**config.mk**
```make
export PLATFORM = sky130hd
export DESIGN_NAME = asymfifo_pop_ctrl_flat
export DESIGN_NICKNAME = d
export VERILOG_FILES = /design/src/rtl/asymfifo_pop_ctrl_if.sv /design/src/rtl/asymfifo_pop_ctrl.sv /design/src/flat_wrapper.sv
export SDC_FILE = /design/constraint.sdc
export NUM_CORES = 1
export LEC_CHECK = 0
export ABC_AREA = 1
export BUFFER_PORTS_ARGS = -buffer_cell sky130_fd_sc_hd__buf_2
export CORE_MARGIN = 8
export CORE_UTILIZATION = 57
export DETAILED_ROUTE_END_ITERATION = 10
export PLACE_DENSITY = 0.82
export SYNTH_ARGS = -nofsm -noshare
export SYNTH_HDL_FRONTEND = slang
export SYNTH_SLANG_ARGS = --single-unit
```
**constraint.sdc**
```tcl
create_clock -name clk -period 2.6 [get_ports clk]
set_clock_uncertainty 0.1 [all_clocks]
set_input_delay 0 -clock clk [delete_from_list [all_inputs] [get_ports clk]]
set_output_delay 0 -clock clk [all_outputs]
set_load 0.02 [all_outputs]
```
**src/rtl/asymfifo_pop_ctrl_if.sv**
```systemverilog
// Handshake bundle between the asymmetric FIFO, the pop controller and the
// downstream consumer. pop_count exists only with ASYMFIFO_POP_CNT_EN.
interface asymfifo_pop_ctrl_if #(
  parameter int unsigned DATA_WIDTH = 16
);
  logic                  fifo_empty;
  logic [DATA_WIDTH-1:0] fifo_data_out;
  logic                  fifo_error;
  logic                  fifo_pop_req_n;
  logic                  fifo_flush_n;
  logic                  flush_req;
  logic                  out_valid;
  logic                  out_ready;
  logic [DATA_WIDTH-1:0] out_data;
  logic                  err_sticky;
`ifdef ASYMFIFO_POP_CNT_EN
  logic [15:0]           pop_count;
`endif

  // Pop controller side
  modport master (
    input  fifo_empty, fifo_data_out, fifo_error, flush_req, out_ready,
    output fifo_pop_req_n, fifo_flush_n, out_valid, out_data, err_sticky
`ifdef ASYMFIFO_POP_CNT_EN
    , output pop_count
`endif
  );

  // FIFO / control plane / consumer side
  modport slave (
    output fifo_empty, fifo_data_out, fifo_error, flush_req, out_ready,
    input  fifo_pop_req_n, fifo_flush_n, out_valid, out_data, err_sticky
`ifdef ASYMFIFO_POP_CNT_EN
    , input pop_count
`endif
  );
endinterface

```
**src/rtl/asymfifo_pop_ctrl.sv**
```systemverilog
// Drain stage for the asymmetric FIFO: issues active-low pops while the FIFO
// holds a word and the 2-entry skid buffer has room, presents words on a
// valid/ready stream, forwards flush and latches the FIFO error flag.
// Optional popped-word counter: define ASYMFIFO_POP_CNT_EN.
module asymfifo_pop_ctrl #(
  parameter int unsigned DATA_WIDTH = 16
) (
  input  logic                  clk,
  input  logic                  rst,
  asymfifo_pop_ctrl_if.master   bus
);

  logic [DATA_WIDTH-1:0] entry [2];
  logic [1:0]            cnt;
  logic                  rd_ptr;
  logic                  wr_ptr;
  logic                  err_q;
  logic                  take;
  logic                  pop;

  // Handshake events and combinational FIFO-facing requests
  always_comb begin
    take = (cnt != 2'd0) & bus.out_ready;
    pop  = ~bus.fifo_empty & ~bus.flush_req & ~rst & ((cnt < 2'd2) | take);
    bus.fifo_pop_req_n = ~pop;
    bus.fifo_flush_n   = ~(bus.flush_req & ~rst);
    bus.out_valid      = (cnt != 2'd0);
    bus.out_data       = entry[rd_ptr];
    bus.err_sticky     = err_q;
  end

  // Skid buffer storage, pointers and occupancy
  always_ff @(posedge clk) begin
    if (rst) begin
      for (int unsigned i = 0; i < 2; i++) entry[i] <= '0;
      cnt    <= '0;
      rd_ptr <= 1'b0;
      wr_ptr <= 1'b0;
    end else if (bus.flush_req) begin
      // a concurrent take is seen by the consumer but not tracked here
      cnt    <= '0;
      rd_ptr <= 1'b0;
      wr_ptr <= 1'b0;
    end else begin
      if (pop) begin
        entry[wr_ptr] <= bus.fifo_data_out;
        wr_ptr        <= ~wr_ptr;
      end
      if (take) rd_ptr <= ~rd_ptr;
      cnt <= cnt + {1'b0, pop} - {1'b0, take};
    end
  end

  // Sticky error, cleared only by reset
  always_ff @(posedge clk) begin
    if (rst) err_q <= 1'b0;
    else     err_q <= err_q | bus.fifo_error;
  end

`ifdef ASYMFIFO_POP_CNT_EN
  logic [15:0] pop_cnt_q;

  // Popped-word counter, wraps naturally at 16 bits
  always_ff @(posedge clk) begin
    if (rst || bus.flush_req) pop_cnt_q <= '0;
    else if (pop)             pop_cnt_q <= pop_cnt_q + 16'd1;
  end

  // Counter output
  always_comb bus.pop_count = pop_cnt_q;
`endif

endmodule

```
**src/flat_wrapper.sv**
```systemverilog
// flat-port wrapper written by rule: the top's interface ports become plain ports
module asymfifo_pop_ctrl_flat 
#(
  parameter int unsigned DATA_WIDTH = 16
)
  (clk, rst, bus_fifo_empty, bus_fifo_data_out, bus_fifo_error, bus_flush_req, bus_out_ready, bus_fifo_pop_req_n, bus_fifo_flush_n, bus_out_valid, bus_out_data, bus_err_sticky);
  asymfifo_pop_ctrl_if #(.DATA_WIDTH(DATA_WIDTH)) bus_i ();
  input  logic clk;
  input  logic rst;
  input wire logic [$bits(bus_i.fifo_empty)-1:0] bus_fifo_empty;
  input wire logic [$bits(bus_i.fifo_data_out)-1:0] bus_fifo_data_out;
  input wire logic [$bits(bus_i.fifo_error)-1:0] bus_fifo_error;
  input wire logic [$bits(bus_i.flush_req)-1:0] bus_flush_req;
  input wire logic [$bits(bus_i.out_ready)-1:0] bus_out_ready;
  output wire logic [$bits(bus_i.fifo_pop_req_n)-1:0] bus_fifo_pop_req_n;
  output wire logic [$bits(bus_i.fifo_flush_n)-1:0] bus_fifo_flush_n;
  output wire logic [$bits(bus_i.out_valid)-1:0] bus_out_valid;
  output wire logic [$bits(bus_i.out_data)-1:0] bus_out_data;
  output wire logic [$bits(bus_i.err_sticky)-1:0] bus_err_sticky;
  assign bus_i.fifo_empty = bus_fifo_empty;
  assign bus_i.fifo_data_out = bus_fifo_data_out;
  assign bus_i.fifo_error = bus_fifo_error;
  assign bus_i.flush_req = bus_flush_req;
  assign bus_i.out_ready = bus_out_ready;
  assign bus_fifo_pop_req_n = bus_i.fifo_pop_req_n;
  assign bus_fifo_flush_n = bus_i.fifo_flush_n;
  assign bus_out_valid = bus_i.out_valid;
  assign bus_out_data = bus_i.out_data;
  assign bus_err_sticky = bus_i.err_sticky;
  asymfifo_pop_ctrl #(.DATA_WIDTH(DATA_WIDTH)) u_core (.clk(clk), .rst(rst), .bus(bus_i));
endmodule
```
==> flow_metrics.py, run 1 <==
metrics = {
    "status": {
        "status": "complete, no violations",
    },
    "clock_network": {
        "cts.sinks": 38,
        "path_clk_slew_ns": 0.10,
        "cts_buffer_depth": 2,
        "clk_latency_ns": 0.33,
        "post-cts-setup-buffer-count": 0,
        "cts_resized": 0,
        "cts_buffers": 5,
        "h-tree-depth": 2,
        "cts_root_buf": "clkbuf_4",
        "cts_tree": "built",
    },
    "route": {
        "vias": 1205,
        "drc": 0,
        "vias_per_cell": 4.63,
        "avgRoutedWirePerCell_um": 13.2,
        "wirelength_mm": 3.44,
        "postRouteAntennaNets": 0,
        "firstDrtPassIters": 4,
        "drtIter0Drc": 87,
    },
    "yosys": {
        "synth_warnings": 0,
        "syn_inst": 150,
        "yosysTopAreaCell": "edfxtp_1",
        "syn_nets": 174,
        "synth_area_leaders": "edfxtp_1, mux2_2, dfxtp_1, inv_1, nor2_2",
        "synth.most_common_cell": "edfxtp_1",
        "synth.top_cells.by_count": "edfxtp_1, inv_1, nor2_1, mux2_2, nor2_2",
        "synth_area_per_cell_um2": 12.0,
        "synth-seq-cells": 38,
        "synthesis.area_um2": 1810,
        "synth-edff-count": 32,
        "yosysUniqueCellTypes": 20,
        "synthArstFlopShare_pct": 0,
        "synthFlopType": "edfxtp_1",
        "synth_top_cell_area_share_pct": 53.2,
        "yosysSeqAreaShare_pct": 59.9,
    },
    "worst_setup_path": {
        "start_kind": "register",
        "arrival_ns": 1.71,
        "r2r_start": "u_core.cnt[1]",
        "slowest_stage": "nand2_1",
        "cpLargestDelayFamily": "simple AND/OR/NAND/NOR gates",
        "path_buf_inv": 1,
        "required_ns": 2.48,
        "crit_start": "u_core.cnt[1]",
        "cp_max_fo": 17,
        "end_kind": "register",
        "worstPathCellList": "nand2_1 -> nand3_4 -> inv_8 -> nand2_8 -> nand2_1",
        "crit_path_max_incr_delay_ns": 0.52,
        "critPathKind": "reg -> reg",
        "cp_common_cell": "nand2_1",
    },
    "floorplan": {
        "initial_core_util_pct": 59.6,
        "die_w_um": 72.3,
        "core_area_um2": 3030,
        "core.rowCount": 20,
        "dieArea_um2": 5220,
        "io-pin-count": 42,
        "die_h_um": 72.3,
    },
    "cells_and_area": {
        "area_delta_synth_final_pct": 26.1,
        "fill_cells": 217,
        "final_nets": 239,
        "seqCellArea_um2": 1080,
        "drive_above_1_share_pct": 39.4,
        "n_antenna_cell": 0,
        "multi_input_area_um2": 553,
    },
    "placement": {
        "io_buffers": 41,
        "place_hpwl_mm": 2.48,
        "dp_slack_ns": 0.748,
        "gp_congestion": 0.614,
    },
    "grt": {
        "grt_max_degree": 18,
        "grt_pass1_vias": 1314,
        "grt_pass1_wl_mm": 5.66,
        "antenna_found_initial": 0,
        "grt_use_total_pct": 14.0,
        "overflow": 0,
    },
    "timing": {
        "setup_viol": 0,
        "final.min_clock_period_ns": 1.83,
        "relSlewSlack_pct": 54.4,
        "clock.fmax_mhz": 545,
        "hold_viol_final": 0,
        "fin_ws_ns": 0.766,
        "tightest_slew_ns": 0.683,
        "fin_crit_sh_pct": 70.5,
        "slew_violations": 0,
        "timing.setup.tns_ns": 0,
        "rsz0062_at_grt": "false",
    },
    "min_path": {
        "hp-start": "bus_fifo_error",
        "hp-class": "in -> reg",
    },
    "pwr": {
        "p_per_area_nw_per_um2": 499,
        "ir_drop_v": 0.000471,
        "leakagePower_nw": 1.02,
    },
    "flow_run": {
        "maxCapViolCount": 0,
    },
}
## power breakdown
| part | switching [W] | internal [W] | total, W |
|---|---|---|---|
| sequential | 0.00000886 | 0.000688 | 0.000697 |
| combinational | 0.0000916 | 0.0000711 | 0.000163 |
| clock | 0.000180 | 0.0000963 | 0.000277 |
## layout make-up
class | instances | share of cell area [%]
inverter | 31 | 5.44
clock buffer | 5 | 1.65
timing repair buffer | 62 | 18.2
tap | 44 | 2.42
sequential | 38 | 47.5
multi-input combinational | 77 | 24.3
clock inverter | 3 | 0.495
## state kept, by name, indices dropped and copies added (netlist names), named ones only
signal,count
u_core.bus.err_sticky,1
u_core.cnt,2
u_core.entry,32
u_core.rd_ptr,1
u_core.wr_ptr,1
## layout by cell type, fill, tap and decap left out, types with 2 or more instances in the layout
master and count:
buf_2 41, edfxtp_1 32, inv_1 30, nor2_1 21
dlygate4sd3_1 21, mux2_2 16, nor2_2 14, nand2_1 12
dfxtp_1 6, nor2_4 5, clkbuf_4 5, clkinv_1 3
nand2_8 2, ha_1 2
## worst register-to-register path: cells and delay by family (launching register included)
| family | cells | cell delay [ns] |
|---|---|---|
| DFF | 1 | 0.34 |
| buffers and inverters | 1 | 0.11 |
| and+or+nand+nor | 4 | 0.92 |
## per-stage QoR
stage          hold slack, ns  area (um2)  util, %  cells  power, W
6_report                0.309        2280     75.2    260   0.00114
3_5_place_dp            0.118        2020     66.7    231  0.000851
3_3_place_gp            0.116        2020     66.7    231  0.000844
4_1_cts                 0.310        2280     75.2    260   0.00114
2_1_floorplan         -0.0276        1810        -    150  0.000801
5_1_grt                 0.354        2280     75.2    260   0.00118
## final timing paths
path	endpoint	slack, ns	cells after the start
hold reg to reg	u_core.rd_ptr	0.44	2
setup reg to reg	u_core.entry[0][12]	0.77	5
hold / removal	u_core.bus.err_sticky	0.31	4
setup / recovery	u_core.entry[0][12]	0.77	5
## timing repair
action / CTS / global route
endpoints found under the setup margin: 0 / 0
hold buffers: 21 / 0
endpoints found under the hold margin: 38 / 0
## metal layers
metal	track usage [%]	up-vias	wire length, um
met1	13.3	562	1260
met3	3.72	9	193
met2	26.6	33	1910
met5	0	-	0
li1	-	601	-
met4	7.03	0	72
## kinds of logic after synthesis
family / count (synthesis) / share of synthesized area, %
compound gates: 3 / 0.970
fa+ha+maj: 2 / 1.39
mux: 16 / 9.98
flops: 38 / 59.9
simple gates: 56 / 18.3
buf+inv: 35 / 9.49
No activity file was read; power rests on OpenSTA's default activity.
==> run 2: changes to the inputs <==
--- a/config.mk
+++ b/config.mk
@@ -5,12 +5,12 @@
 export SDC_FILE = /design/constraint.sdc
 export NUM_CORES = 1
 export LEC_CHECK = 0
-export ABC_AREA = 1
+export ABC_AREA = 0
 export BUFFER_PORTS_ARGS = -buffer_cell sky130_fd_sc_hd__buf_2
 export CORE_MARGIN = 8
-export CORE_UTILIZATION = 57
+export CORE_UTILIZATION = 52
 export DETAILED_ROUTE_END_ITERATION = 10
-export PLACE_DENSITY = 0.82
+export PLACE_DENSITY = 0.76
 export SYNTH_ARGS = -nofsm -noshare
 export SYNTH_HDL_FRONTEND = slang
 export SYNTH_SLANG_ARGS = --single-unit
==> constraint.sdc (replaced) <==
create_clock -name clk -period 1.79 [get_ports clk]
set_clock_uncertainty 0.1 [all_clocks]
set_input_delay 0 -clock clk [delete_from_list [all_inputs] [get_ports clk]]
set_output_delay 0 -clock clk [all_outputs]
set_load 0.02 [all_outputs]
==> run 2 against run 1 <==
Clock power is 110% higher. Register-to-register slack got worse by 0.68 ns. Routed wire length shrank 1.4%. Hold slack worse by 0.24 ns. Non-clock buffer count increased by 4. Global-route usage grew 0.12 points. Setup slack worse by 0.68 ns. Maximum frequency up 7.6%. Cell count fell by 10%. Largest cell class unchanged. Critical path depth up 2. Cell area shrank 0.11%. Synthesized area fell by 5.2%.
==> flow_metrics.py, run 2 <==
metrics = {
    "worst_setup_path": {
        "end_kind": "register",
        "critPathKind": "reg -> reg",
        "cp_common_cell": "ha_1",
        "start_kind": "register",
        "r2r_cells": 7,
        "cpLargestDelayFamily": "adder cells",
        "cp_max_fo": 4,
        "worstPathCellList": "o21a_1 -> ha_1 -> inv_1 -> ha_1 -> xnor2_2 -> xnor2_1 -> and2_1",
        "path_depth": 7,
        "required_ns": 1.93,
        "arrival_ns": 1.85,
        "crit_path_max_incr_delay_ns": 0.36,
        "path_buf_inv": 1,
        "slowest_stage": "dfxtp_1",
    },
    "yosys": {
        "synth_area_leaders": "edfxtp_1, mux2_2, and2_1, dfxtp_1, and2_2",
        "synth.most_common_cell": "edfxtp_1",
        "yosysTopAreaCell": "edfxtp_1",
        "yosysSeqAreaShare_pct": 63.2,
        "synth_top_cell_area_share_pct": 56.1,
        "yosysUniqueCellTypes": 23,
        "synth.top_cells.by_count": "edfxtp_1, and2_1, mux2_2, and2_2, dfxtp_1",
        "synth-edff-count": 32,
        "synthArstFlopShare_pct": 0,
        "synth-seq-cells": 38,
        "synth_area_per_cell_um2": 14.5,
        "synth_warnings": 0,
        "syn_inst": 118,
        "synthesis.area_um2": 1710,
        "syn_nets": 142,
        "synthFlopType": "edfxtp_1",
    },
    "timing": {
        "final.min_clock_period_ns": 1.70,
        "relSlewSlack_pct": 73.5,
        "clock.fmax_mhz": 587,
        "timing.setup.tns_ns": 0,
        "hold_viol_final": 0,
        "slew_violations": 0,
        "fin_crit_sh_pct": 95.2,
        "rsz0062_at_grt": "false",
        "setup_viol": 0,
        "tightest_slew_ns": 0.397,
    },
    "cells_and_area": {
        "multi_input_area_um2": 599,
        "largest_reg_flops": 32,
        "n_antenna_cell": 0,
        "final_common_cell": "buf_2",
        "area_delta_synth_final_pct": 32.9,
        "largestRegisters": "u_core.entry: 32 flops, u_core.cnt: 2 flops",
        "final_area_um2": 2270,
        "drive_above_1_share_pct": 44.4,
        "seqCellArea_um2": 1080,
        "final_nets": 210,
        "top_register": "u_core.entry",
        "fill_cells": 247,
        "layout_common_cells": "buf_2, edfxtp_1, and2_1",
    },
    "floorplan": {
        "io-pin-count": 42,
        "core_area_um2": 3260,
        "initial_core_util_pct": 52.5,
        "dieArea_um2": 5380,
        "core.rowCount": 21,
        "die_h_um": 73.4,
        "die_w_um": 73.4,
    },
    "grt": {
        "grt_pass1_vias": 1189,
        "antenna_found_initial": 0,
        "grt_pass1_wl_mm": 5.52,
        "overflow": 0,
        "grt_max_degree": 18,
        "grt_use_total_pct": 14.1,
    },
    "route": {
        "drtIter0Drc": 78,
        "avgRoutedWirePerCell_um": 14.5,
        "wl_met1_mm": 1.28,
        "postRouteAntennaNets": 0,
        "drc": 0,
        "vias": 1100,
        "met2_length_mm": 1.83,
        "wl_met3_um": 209,
        "vias_per_cell": 4.72,
        "topRoutingLayerUsed": "met4",
        "wirelength_mm": 3.39,
        "firstDrtPassIters": 5,
    },
    "min_path": {
        "hp-class": "in -> reg",
        "holdPathStages": 4,
    },
    "pwr": {
        "leakagePower_nw": 0.964,
        "ir_drop_v": 0.000509,
        "p_per_area_nw_per_um2": 792,
    },
    "clock_network": {
        "post-cts-setup-buffer-count": 0,
        "cts.sinks": 38,
        "cts_root_buf": "clkbuf_4",
        "clk_latency_ns": 0.34,
        "h-tree-depth": 2,
        "cts_buffers": 5,
        "path_clk_slew_ns": 0.11,
        "cts_tree": "built",
        "cts_buffer_depth": 2,
    },
    "placement": {
        "gp_congestion": 0.708,
        "io_buffers": 41,
        "place_area_um2": 1960,
        "place_hpwl_mm": 2.19,
    },
    "flow_run": {
        "maxCapViolCount": 0,
    },
    "status": {
        "status": "complete, no violations",
    },
}
-- run 2: final cells by class --
type / count / area share [%]
clock buffer: 5 / 1.65
clock inverter: 3 / 1.76
inverter: 3 / 0.495
multi-input combinational: 72 / 26.3
sequential: 38 / 47.5
tap: 46 / 2.53
timing repair buffer: 66 / 19.7
-- run 2: worst paths after layout --
kind | startpoint | end | slack (ns)
max | u_core.cnt[1] | u_core.cnt[1] | 0.09
min | bus_out_ready | register | 0.07
max reg2reg | u_core.cnt[1] | u_core.cnt[1] | 0.09
min reg2reg | u_core.rd_ptr | register | 0.51
-- run 2: kinds of logic (layout without fill, tap and decap cells) --
group,Yosys count,in the layout,share of synthesized area (%)
xor+xnor,3,3,1.54
flops,38,38,63.2
fa+ha+maj,2,2,1.46
compound gates,2,2,0.878
mux,16,16,10.5
simple gates,49,49,19.7
buf+inv,8,77,2.78
-- run 2: timing repair --
item	in CTS	in global routing
gates resized for setup	0	3
setup endpoints to repair	0	17
endpoints found under the hold margin	38	0
hold buffers	22	0
-- run 2: through the flow --
stage	setup slack [ns]	cells	util [%]	hold slack [ns]	power (W)
CTS	0.0374	233	69.3	0.0573	0.00181
detailed placement	0.0571	203	60.2	0.134	0.00121
global placement	0.0904	203	60.2	0.112	0.00120
global route	0.00457	233	69.8	0.0874	0.00187
floorplan	0.0917	118	-	-0.0215	0.00114
finish	0.0864	233	69.8	0.0736	0.00180
-- run 2: power breakdown --
part | total (W) | internal (W) | switching (W)
logic | 0.000216 | 0.000107 | 0.000110
clock network | 0.000574 | 0.000289 | 0.000284
registers | 0.00101 | 0.00100 | 0.0000116
total | 0.00180 | 0.00140 | 0.000406
-- run 2: worst reg2reg max path, delay by kind of cell, from the launching register on --
kind | cells | cell delay (ns)
xor gates and xnor gates | 2 | 0.26
buffers and inverters | 1 | 0.04
adders and majority gates | 2 | 0.49
AOI/OAI and AO/OA | 1 | 0.20
and+or+nand+nor | 1 | 0.16
DFF | 1 | 0.36
-- run 2: per-layer routing --
layer	global-route usage [%]	vias to the layer above
met1	13.8	518
li1	-	544
met3	5.73	8
met2	25.4	30
met4	5.99	0
met5	0	-
==> run 3: changes to the inputs <==
--- a/config.mk
+++ b/config.mk
@@ -5,12 +5,13 @@
 export SDC_FILE = /design/constraint.sdc
 export NUM_CORES = 1
 export LEC_CHECK = 0
-export ABC_AREA = 0
+export ABC_AREA = 1
+export ABC_CLOCK_PERIOD_IN_PS = 1790
 export BUFFER_PORTS_ARGS = -buffer_cell sky130_fd_sc_hd__buf_2
 export CORE_MARGIN = 8
-export CORE_UTILIZATION = 52
+export CORE_UTILIZATION = 53
 export DETAILED_ROUTE_END_ITERATION = 10
-export PLACE_DENSITY = 0.76
+export PLACE_DENSITY = 0.77
 export SYNTH_ARGS = -nofsm -noshare
 export SYNTH_HDL_FRONTEND = slang
 export SYNTH_SLANG_ARGS = --single-unit
==> run 3 against run 2 <==
Via count is 14% higher. Sequential share of layout area is 1.1 points lower. Critical path type is now in -> reg. Clock power is 2% lower. Largest cell class unchanged.
==> flow_metrics.py, run 3 (synthesized netlist as in run 1, its figures left out) <==
metrics = {
    "route": {
        "vias": 1251,
        "avgRoutedWirePerCell_um": 13.3,
        "postRouteAntennaNets": 0,
        "firstDrtPassIters": 4,
        "drtIter0Drc": 84,
        "drc": 0,
        "vias_per_cell": 4.72,
        "wirelength_mm": 3.52,
    },
    "cells_and_area": {
        "layout_common_cells": "buf_2, edfxtp_1, inv_1",
        "fill_cells": 265,
        "final_nets": 242,
        "drive_above_1_share_pct": 40.6,
        "area_delta_synth_final_pct": 29.0,
        "largestRegisters": "u_core.entry: 32 flops, u_core.cnt: 2 flops",
        "top_register": "u_core.entry",
        "final_common_cell": "buf_2",
        "n_antenna_cell": 0,
        "largest_reg_flops": 32,
    },
    "min_path": {
        "hp-class": "in -> reg",
        "min_to": "u_core.bus.err_sticky",
        "hp-start": "bus_fifo_error",
        "holdPathStages": 4,
    },
    "grt": {
        "overflow": 0,
        "grt_max_degree": 18,
        "grt_use_total_pct": 13.9,
        "antenna_found_initial": 0,
        "grt_pass1_wl_mm": 5.67,
        "grt_pass1_vias": 1353,
    },
    "worst_setup_path": {
        "r2r_cells": 6,
        "end_kind": "register",
        "path_buf_inv": 4,
        "crit_path_max_incr_delay_ns": 0.54,
        "crit_start": "rst",
        "slowest_stage": "dlygate4sd3_1",
        "timing.rr.end": "u_core.entry[1][15]",
        "arrival_ns": 1.53,
        "start_kind": "primary input",
        "worstPathCellList": "dlygate4sd3_1 -> buf_2 -> nor2_4 -> nand3_4 -> inv_8 -> nand2_8 -> nand2_1 -> buf_4",
        "cp_max_fo": 17,
        "critPathKind": "in -> reg",
        "cpLargestDelayFamily": "buffers and inverters",
        "r2r_start": "u_core.cnt[1]",
        "required_ns": 1.72,
        "reg2reg_setup_slack_ns": 0.19,
    },
    "clock_network": {
        "cts_buffer_depth": 2,
        "cts_buffers": 5,
        "cts_resized": 0,
        "cts.sinks": 38,
        "cts_tree": "built",
        "path_clk_slew_ns": 0.10,
        "clk_latency_ns": 0.33,
        "cts_root_buf": "clkbuf_4",
        "cts_hold_buf": 21,
        "post-cts-setup-buffer-count": 0,
        "h-tree-depth": 2,
    },
    "floorplan": {
        "die_h_um": 74.4,
        "core_area_um2": 3310,
        "io-pin-count": 42,
        "core.rowCount": 21,
        "initial_core_util_pct": 54.5,
        "die_w_um": 74.4,
        "dieArea_um2": 5530,
    },
    "pwr": {
        "p_per_area_nw_per_um2": 781,
        "leakagePower_nw": 1.04,
        "ir_drop_v": 0.000462,
    },
    "status": {
        "status": "complete, no violations",
    },
    "timing": {
        "slew_violations": 0,
        "tightest_slew_ns": 0.217,
        "timing.setup.tns_ns": 0,
        "clock.fmax_mhz": 625,
        "rsz0062_at_grt": "false",
        "setup_viol": 0,
        "fin_crit_sh_pct": 89.4,
        "hold_ws_ns": 0.325,
        "hold_viol_final": 0,
        "relSlewSlack_pct": 85.4,
        "final.min_clock_period_ns": 1.60,
    },
    "placement": {
        "place_hpwl_mm": 2.49,
        "io_buffers": 41,
        "gp_congestion": 0.740,
    },
    "flow_run": {
        "maxCapViolCount": 0,
    },
}
## run 3: changes by cell type in the layout (fill, tap and decap cells not counted), sizes merged, moves of 3 or more
| cell | previous run | this run |
|---|---|---|
| and2 | 34 | 0 |
| inv | 3 | 31 |
| nand2 | 0 | 14 |
| nor2 | 4 | 40 |
| nor3 | 3 | 0 |
| or2 | 3 | 0 |
| xnor2 | 3 | 0 |
## run 3: area by class of cell
cell class | count | area, um2 | share of cell area [%]
Clock buffer | 7 | 45.0 | 1.93
Clock inverter | 1 | 30.0 | 1.29
Inverter | 31 | 124 | 5.32
Multi-Input combinational cell | 77 | 553 | 23.8
Sequential cell | 38 | 1080 | 46.4
Tap cell | 46 | 57.6 | 2.47
Timing Repair Buffer | 65 | 438 | 18.8
## run 3: per-stage QoR
step	power, W	area (um2)	util (%)	cells	setup WS, ns
floorplan	0.00116	1810	-	150	0.0579
global placement	0.00123	2040	61.7	236	0.321
detailed placement	0.00124	2040	61.7	236	0.211
CTS	0.00183	2330	70.3	265	0.178
global route	0.00188	2330	70.3	265	0.125
finish	0.00182	2330	70.3	265	0.191
## run 3: worst max path at each step
stage,to,slack (ns),cells past startpoint
after floorplan,u_core.entry[0][0],0.06,6
after global placement,u_core.entry[1][0],0.32,6
after detailed placement,u_core.entry[1][3],0.21,6
after CTS,u_core.entry[1][13],0.18,6
after global routing,u_core.entry[0][13],0.13,8
final,u_core.entry[1][15],0.19,8
## run 3: layer usage
layer  vias to the layer above  GRT usage, %  wire [um]
met4                         0          6.74         85
met5                         -             0          0
met2                        44          26.4       2000
met1                       589          12.4       1210
li1                        609             -          -
met3                         9          5.26        223
## run 3: power by group
group,switching (W),internal (W),total [W]
combinational,0.000134,0.000107,0.000241
sequential,0.0000135,0.000999,0.00101
clock,0.000268,0.000296,0.000565
total,0.000416,0.00140,0.00182
## run 3: worst register-to-register path: stages, from the launching register on
cell and delay (ns):
dfxtp_1 0.35, nand2_1 0.15, nand3_4 0.13, inv_8 0.11, nand2_8 0.11, nand2_1 0.10, buf_4 0.25
